<file path="config.mk">
export PLATFORM = sky130hd
export DESIGN_NAME = clint_flat
export DESIGN_NICKNAME = d
export VERILOG_FILES = /design/src/rtl/clint_if.sv /design/src/rtl/clint.sv /design/src/flat_wrapper.sv
export SDC_FILE = /design/constraint.sdc
export NUM_CORES = 1
export LEC_CHECK = 0
export CORE_MARGIN = 2
export CORE_UTILIZATION = 60
export CTS_BUF_LIST = sky130_fd_sc_hd__clkbuf_2
export DETAILED_ROUTE_END_ITERATION = 8
export PLACE_DENSITY = 0.89
export SYNTH_ARGS = -nofsm -noshare
export SYNTH_HDL_FRONTEND = slang
export SYNTH_SLANG_ARGS = --single-unit
</file>
<file path="constraint.sdc">
create_clock -name clock -period 4.3 [get_ports clock]
set_input_delay 0.645 -clock clock [delete_from_list [all_inputs] [get_ports clock]]
set_output_delay 0.645 -clock clock [all_outputs]
set_load 0.05 [all_outputs]
</file>
<file path="src/rtl/clint_if.sv">
// Native data-bus port bundle between the core and the CLINT.
// The master issues requests: mem_valid, mem_addr, mem_wdata, and mem_wstrb
// (mem_wstrb == 0 means a read). The slave answers one cycle later with
// mem_ready and mem_rdata.
interface clint_if;
  logic        mem_valid;
  logic [31:0] mem_addr;
  logic [31:0] mem_wdata;
  logic [3:0]  mem_wstrb;
  logic [31:0] mem_rdata;
  logic        mem_ready;

  modport master (output mem_valid, mem_addr, mem_wdata, mem_wstrb,
                  input  mem_rdata, mem_ready);
  modport slave  (input  mem_valid, mem_addr, mem_wdata, mem_wstrb,
                  output mem_rdata, mem_ready);
endinterface

</file>
<file path="src/rtl/clint.sv">
// Single-hart core-local interruptor.
// The block holds the 64-bit mtime counter, mtimecmp, and msip. mtime
// advances on an RTC tick that is divided down from the core clock.
//
// Ports:
//   clock, reset  core clock and asynchronous active-low reset
//   bus           native data-bus slave. It responds with fixed
//                 1-cycle latency and has no backpressure.
//   clint_msip    machine software interrupt pending (msip bit 0)
//   clint_mtip    machine timer interrupt pending, registered (mtime >= mtimecmp)
//   clint_mtime   current mtime, for the time/timeh CSRs
module clint #(
  parameter int unsigned clk_divider_rtc = 9
) (
  input  logic        clock,
  input  logic        reset,
  clint_if.slave      bus,
  output logic        clint_msip,
  output logic        clint_mtip,
  output logic [63:0] clint_mtime
);
  localparam int RW = (clk_divider_rtc > 0) ? $clog2(clk_divider_rtc + 1) : 1;
  localparam logic [RW-1:0] RTC_MAX = RW'(clk_divider_rtc);

  // Word offsets, mem_addr[15:2]
  localparam logic [13:0] A_MSIP    = 14'h0000;
  localparam logic [13:0] A_CMP_LO  = 14'h1000;
  localparam logic [13:0] A_CMP_HI  = 14'h1001;
  localparam logic [13:0] A_TIME_LO = 14'h2FFE;
  localparam logic [13:0] A_TIME_HI = 14'h2FFF;

  logic [RW-1:0] rtc_count_q, rtc_count_d;
  logic [63:0]   mtime_q, mtime_d;
  logic [63:0]   mtimecmp_q, mtimecmp_d;
  logic          msip_q, msip_d;
  logic          mtip_q, mtip_d;
  logic          ready_q, ready_d;
  logic [31:0]   rdata_q, rdata_d;

  logic          tick, wr, rd;
  logic [13:0]   word;

  // The window decode is done upstream, so only the word index matters here.
  logic unused_addr;
  assign unused_addr = ^{bus.mem_addr[31:16], bus.mem_addr[1:0]};

  function automatic logic [31:0] merge(input logic [31:0] old_v,
                                        input logic [31:0] new_v,
                                        input logic [3:0]  strb);
    logic [31:0] r;
    r = old_v;
    for (int b = 0; b < 4; b++)
      if (strb[b]) r[b*8 +: 8] = new_v[b*8 +: 8];
    return r;
  endfunction

  always_comb begin
    word = bus.mem_addr[15:2];
    wr   = bus.mem_valid && (bus.mem_wstrb != 4'b0000);
    rd   = bus.mem_valid && (bus.mem_wstrb == 4'b0000);
    tick = (rtc_count_q == RTC_MAX);

    rtc_count_d = tick ? '0 : rtc_count_q + RW'(1);
    mtime_d     = tick ? mtime_q + 64'd1 : mtime_q;
    mtimecmp_d  = mtimecmp_q;
    msip_d      = msip_q;
    rdata_d     = 32'h0;

    // A bus write to either mtime word overrides the tick for that cycle.
    // The divider still advances, so that tick is lost.
    if (wr) begin
      case (word)
        A_MSIP:    if (bus.mem_wstrb[0]) msip_d = bus.mem_wdata[0];
        A_CMP_LO:  mtimecmp_d[31:0]  = merge(mtimecmp_q[31:0],  bus.mem_wdata, bus.mem_wstrb);
        A_CMP_HI:  mtimecmp_d[63:32] = merge(mtimecmp_q[63:32], bus.mem_wdata, bus.mem_wstrb);
        A_TIME_LO: mtime_d = {mtime_q[63:32], merge(mtime_q[31:0], bus.mem_wdata, bus.mem_wstrb)};
        A_TIME_HI: mtime_d = {merge(mtime_q[63:32], bus.mem_wdata, bus.mem_wstrb), mtime_q[31:0]};
        default: ;
      endcase
    end

    // Reads return the pre-update register contents. Write responses read 0.
    if (rd) begin
      case (word)
        A_MSIP:    rdata_d = {31'h0, msip_q};
        A_CMP_LO:  rdata_d = mtimecmp_q[31:0];
        A_CMP_HI:  rdata_d = mtimecmp_q[63:32];
        A_TIME_LO: rdata_d = mtime_q[31:0];
        A_TIME_HI: rdata_d = mtime_q[63:32];
        default:   rdata_d = 32'h0;
      endcase
    end

    mtip_d  = (mtime_q >= mtimecmp_q);
    ready_d = bus.mem_valid;
  end

  always_ff @(posedge clock or negedge reset) begin
    if (!reset) begin
      rtc_count_q <= '0;
      mtime_q     <= 64'h0;
      mtimecmp_q  <= 64'hFFFF_FFFF_FFFF_FFFF;
      msip_q      <= 1'b0;
      mtip_q      <= 1'b0;
      ready_q     <= 1'b0;
      rdata_q     <= 32'h0;
    end else begin
      rtc_count_q <= rtc_count_d;
      mtime_q     <= mtime_d;
      mtimecmp_q  <= mtimecmp_d;
      msip_q      <= msip_d;
      mtip_q      <= mtip_d;
      ready_q     <= ready_d;
      rdata_q     <= rdata_d;
    end
  end

  assign bus.mem_ready = ready_q;
  assign bus.mem_rdata = rdata_q;
  assign clint_msip    = msip_q;
  assign clint_mtip    = mtip_q;
  assign clint_mtime   = mtime_q;
endmodule

</file>
<file path="src/flat_wrapper.sv">
// flat-port wrapper written by rule: the top's interface ports become plain ports
module clint_flat 
#(
  parameter int unsigned clk_divider_rtc = 9
)
  (clock, reset, clint_msip, clint_mtip, clint_mtime, bus_mem_valid, bus_mem_addr, bus_mem_wdata, bus_mem_wstrb, bus_mem_rdata, bus_mem_ready);
  clint_if bus_i ();
  input  logic clock;
  input  logic reset;
  output logic clint_msip;
  output logic clint_mtip;
  output logic [63:0] clint_mtime;
  input wire logic [$bits(bus_i.mem_valid)-1:0] bus_mem_valid;
  input wire logic [$bits(bus_i.mem_addr)-1:0] bus_mem_addr;
  input wire logic [$bits(bus_i.mem_wdata)-1:0] bus_mem_wdata;
  input wire logic [$bits(bus_i.mem_wstrb)-1:0] bus_mem_wstrb;
  output wire logic [$bits(bus_i.mem_rdata)-1:0] bus_mem_rdata;
  output wire logic [$bits(bus_i.mem_ready)-1:0] bus_mem_ready;
  assign bus_i.mem_valid = bus_mem_valid;
  assign bus_i.mem_addr = bus_mem_addr;
  assign bus_i.mem_wdata = bus_mem_wdata;
  assign bus_i.mem_wstrb = bus_mem_wstrb;
  assign bus_mem_rdata = bus_i.mem_rdata;
  assign bus_mem_ready = bus_i.mem_ready;
  clint #(.clk_divider_rtc(clk_divider_rtc)) u_core (.clock(clock), .reset(reset), .bus(bus_i), .clint_msip(clint_msip), .clint_mtip(clint_mtip), .clint_mtime(clint_mtime));
endmodule
</file>
### After elaboration in Yosys (flattened, before gate mapping)

Cells that the tools add are included.

| word-level totals | value |
|---|---|
| input port bits | 71 |
| flip-flop bits (word level) | 167 |
| output and inout port bits | 99 |

| cells by class | value |
|---|---|
| equal/unequal tests | 15 |
| reduce and logical (&&, ||, !) cells | 22 |
| add/sub/neg operators | 2 |
| order comparisons | 1 |
| multiplexer cells | 10 |

Operator list:

| operator | number |
|---|---|
| $pmux 32 s5 | 1 |
| $mux 64 | 2 |
| $pmux 64 s2 | 1 |
| $add 64x1->64 const B | 1 |
| $ge 64x64->1 | 1 |
| $mux 32 | 1 |
| $mux 8 | 4 |
| $eq 14x13->1 const B | 2 |
| $eq 14x14->1 const B | 2 |
| $reduce_and 3->1 | 9 |
| $ne 3x3->1 const B | 8 |
| $reduce_and 2->1 | 8 |
| $logic_not 14->1 | 1 |
| $add 4x1->4 const B | 1 |
| $eq 4x4->1 const B | 1 |
| $logic_not 4->1 | 1 |
| $mux 4 | 1 |
| $ne 2x2->1 const B | 2 |
| $reduce_bool 4->1 | 1 |
| $logic_and 1x1->1 | 2 |

### Depth between registers and ports, before layout

| depth | value |
|---|---|
| depth after elaboration | 4 |
| depth in mapped cells | 9 |
| depth with buffers taken out | 8 |

### Worst setup path before layout

No wires, ideal clock.

| timing | value |
|---|---|
| path kind | reg-to-reg |
| start point | reg u_core.mtime_q[0], in the netlist u_core.clint_mtime[0] |
| end point | reg u_core.mtip_q, in the netlist u_core.clint_mtip |
| data arrival time | 2.588 ns |
| clock period less this slack | 2.717 ns |
| path slack | 1.583 ns |
| path buffers | 0 |
| data required time | 4.171 ns |
| library setup time | 0.129 ns |
| cell stages (with the launch flop) | 9 |
| cell sequence | dfrtp_1 -> inv_1 -> ha_1 -> nand2b_1 -> a2111oi_0 -> nor4_1 -> or4b_2 -> a311oi_1 -> o31ai_1 |

| between the ends | value |
|---|---|
| longest elaborated chain between the ends | 1 |

RTL lines:

| item | line | source |
|---|---|---|
| from (decl) | clint.sv:33 | `logic [63:0] mtime_q, mtime_d;` |
| from (signal assigned) | clint.sv:109 | `mtime_q <= mtime_d;` |
| $ge 64x64->1 | clint.sv:94 | `mtip_d = (mtime_q >= mtimecmp_q);` |
| named net u_core.mtip_d | clint.sv:36 | `logic mtip_q, mtip_d;` |
| to (signal assigned) | clint.sv:112 | `mtip_q <= mtip_d;` |
| to (decl) | clint.sv:36 |  |

The timed path passes the listed nets, and every way through them passes these cells.
A chain may end at the register's enable or synchronous reset.

### Worst setup path in the final report

Same ends and word-level chain as after synthesis.

==> flow_metrics.py <==
metrics = {
    "floorplanning": {
        "die_h_um": 134,
        "coreArea_um2": 16500,
        "dieArea_um2": 17800,
        "chipWidth_um": 134,
        "io_pins": 170,
        "row_count": 47,
        "initial_utilization": 0.612,
    },
    "sta": {
        "worstMarginPinSlew_ns": 1.04,
        "rsz0062_at_grt": "false",
        "fin_skew_ns": 0.0368,
        "slew_viol_final": 0,
        "finalHoldViolCount": 0,
        "setup_violations": 0,
        "fmax_mhz": 295,
        "post-route-period-util": 0.788,
        "setup_tns_ns": 0,
        "finalCriticalPeriod_ns": 3.39,
        "max-slew-margin-rel": 0.304,
    },
    "worst_setup_path": {
        "r2r-start": "u_core.clint_mtime[0]$_DFFE_PN0P_",
        "cp.arrival_ns": 4.07,
        "crit_slowest_cell": "or4b_2",
        "reg2reg_depth": 8,
        "critPathMaxStageDelay_ns": 0.72,
        "crit_required_ns": 4.98,
        "r2r_end": "u_core.clint_mtip$_DFF_PN0_",
        "start_kind": "register",
        "ff2ff_setup_slack_ns": 0.91,
        "cp-end-kind": "register",
        "timing_worst_setup_path_type": "reg2reg",
        "worstPathCellList": "inv_1 > ha_1 > nand2b_1 > a2111oi_0 > nor4_1 > or4b_2 > a311oi_1 > o31ai_1",
        "worstPathMaxFanout": 8,
    },
    "cells_and_area": {
        "nNetsFinal": 1344,
        "multi_input_area_um2": 5370,
        "regArea_um2": 4260,
        "syn_to_final_growth_pct": 20.6,
        "fill_cells": 1203,
        "drive_above_1_share": 0.167,
    },
    "yosys": {
        "synthCells": 1056,
        "ys.flop_type": "dfrtp_1",
        "ys_warn_count": 0,
        "synth_area_leaders": "dfrtp_1 (26%), dfstp_2 (17%), ha_1 (8.1%), mux2_2 (6.6%), nand2_1 (4.9%)",
        "yosysTopAreaCell": "dfrtp_1",
        "async_flop_share": 1.00,
        "syn_nets": 1192,
        "yosysUniqueCellTypes": 77,
        "yosysSeqAreaShare": 0.423,
        "yosysTopAreaCellShare": 0.256,
        "synth_edf_count": 0,
        "synth_seq_cells": 167,
        "synth_most_common_cell": "nand2_1",
        "syn_area_um2": 10100,
        "avgSynthCellArea_um2": 9.54,
        "synthTopCellsByCount": "nand2_1 (131), dfrtp_1 (103), inv_1 (74), a21oi_1 (73), ha_1 (65)",
    },
    "clock_network": {
        "clockBufferDepth": 2,
        "cts-resized-gates": 0,
        "clock_latency_ns": 0.80,
        "cts_tree": "yes",
        "clk_pin_slew_worst_paths_ns": 0.25,
        "root_buffer": "clkbuf_2",
        "cts_sinks": 167,
        "numCtsBuffers": 17,
        "htreeDepth": 4,
    },
    "placed_design": {
        "gp_congestion": 0.969,
        "hpwlAfterDp_um": 22900,
        "port_buffers": 151,
    },
    "min_path": {
        "min_path_cells": 3,
        "holdPathEnd": "u_core.mtimecmp_q[35]$_DFFE_PN1P_",
        "hold_start": "bus_mem_wdata[3]",
        "hold_path.class": "in2reg",
    },
    "grt": {
        "grt_pass1_vias": 9405,
        "antenna_found_initial": 1,
        "grt_overflow_total": 0,
        "grt_pass1_wl_um": 50200,
        "grt_max_degree": 100,
        "track_usage": 0.361,
    },
    "power": {
        "ir_drop_v": 0.000145,
        "powerDensity_nw_per_um2": 214,
        "leakage_nw": 4.73,
        "finalPower_mw": 2.60,
    },
    "route": {
        "via_count": 9803,
        "vias_per_cell": 6.80,
        "routed_wl_um": 31800,
        "drtIter0Drc": 1630,
        "drt-wirelength-per-cell_um": 22.0,
        "ant_nets": 0,
        "drt_pre_antenna_iters": 9,
        "drc": 6,
    },
    "status": {
        "violations": "DRC",
        "status": "finished with violations",
    },
    "run": {
        "max-cap-violations": 0,
    },
}
-- sequential cells by signal, summed over array words and instances (netlist names) --
signal / cells
u_core.rtc_count_q: 4
u_core.mtimecmp_q: 64
u_core.clint_mtime: 64
u_core.bus.mem_ready: 1
u_core.clint_mtip: 1
u_core.clint_msip: 1
u_core.bus.mem_rdata: 32
-- kinds of logic (layout without fill, tap and decap cells) --
group | count (synthesis) | after routing | share of synthesized area
AOI/OAI and AO/OA | 242 | 242 | 0.168
xor gates and xnor gates | 4 | 4 | 0.00348
adders and majority gates | 65 | 65 | 0.0808
buffers and inverters | 118 | 283 | 0.0467
DFF | 167 | 167 | 0.423
muxes | 65 | 65 | 0.0719
other | 0 | 1 | 0
and+or+nand+nor | 395 | 395 | 0.206
-- cell usage in the layout (no fill, tap or decap), drive strengths merged, types with 51 or more instances in the layout --
cell,count
mux2,59
dfstp,64
inv,74
clkdlybuf4s50,150
nand3,59
a21oi,73
nand2,131
dfrtp,103
nor2,51
ha,65
-- area by class of cell --
class | instances | share of cell area
clock inverter | 11 | 0.0108
tap | 220 | 0.0227
inverter | 74 | 0.0229
antenna | 1 | 0.000206
multi-input combinational | 771 | 0.442
clock buffer | 21 | 0.00866
timing repair buffer | 177 | 0.142
sequential | 167 | 0.351
-- report_power, final --
| part | internal [mW] | total [mW] | leakage [nW] | switching (mW) |
|---|---|---|---|---|
| logic | 0.0553 | 0.142 | 2.64 | 0.0866 |
| clock network | 0.324 | 0.880 | 0.146 | 0.556 |
| registers | 1.58 | 1.58 | 1.94 | 0.00210 |
| total | 1.96 | 2.60 | 4.73 | 0.645 |
-- worst max-delay path by stage --
stage / startpoint / endpoint / cells after the start
after CTS: u_core.clint_mtime[0]$_DFFE_PN0P_ / u_core.clint_mtip$_DFF_PN0_ / 8
after floorplan: u_core.clint_mtime[0]$_DFFE_PN0P_ / u_core.clint_mtip$_DFF_PN0_ / 8
after global placement: bus_mem_wstrb[1] / u_core.clint_mtime[16]$_DFFE_PN0P_ / 7
final: u_core.clint_mtime[0]$_DFFE_PN0P_ / u_core.clint_mtip$_DFF_PN0_ / 8
after detailed placement: bus_mem_wstrb[1] / u_core.clint_mtime[16]$_DFFE_PN0P_ / 7
after global routing: u_core.clint_mtime[0]$_DFFE_PN0P_ / u_core.clint_mtip$_DFF_PN0_ / 8
-- worst max-delay path, delay by kind of cell, from the launching register on --
family / cells / cell delay [ns]
buffers and inverters: 1 / 0.08
AO/OA/AOI/OAI: 3 / 1.32
flip-flops: 1 / 0.57
adder cells (fa/ha/maj): 1 / 0.28
AND/OR/NAND/NOR: 3 / 1.00
-- per-layer routing --
| metal | global-route usage | up-vias | share of wire |
|---|---|---|---|
| li1 | - | 4274 | - |
| met1 | 0.471 | 4681 | 0.38 |
| met2 | 0.580 | 704 | 0.47 |
| met3 | 0.0677 | 144 | 0.11 |
| met4 | 0.178 | 0 | 0.045 |
| met5 | 0 | - | 0 |
-- through the flow --
step	worst slack (ns)	hold WS, ns	cells	instance area, um2	utilization
3_3_place_gp	0.761	0.483	1408	11900	0.722
5_1_grt	0.972	0.440	1442	12100	0.737
2_1_floorplan	1.58	0.349	1056	10100	-
3_5_place_dp	0.779	0.499	1408	11900	0.722
6_report	0.911	0.428	1442	12100	0.737
4_1_cts	0.982	0.411	1441	12100	0.737
-- what timing repair did --
action / CTS / global route
hold buffers: 1 / 0
endpoints found under the hold margin: 58 / 0
buffers inserted: 0 / 0
Note: power is estimated with default switching activity, not from simulation.
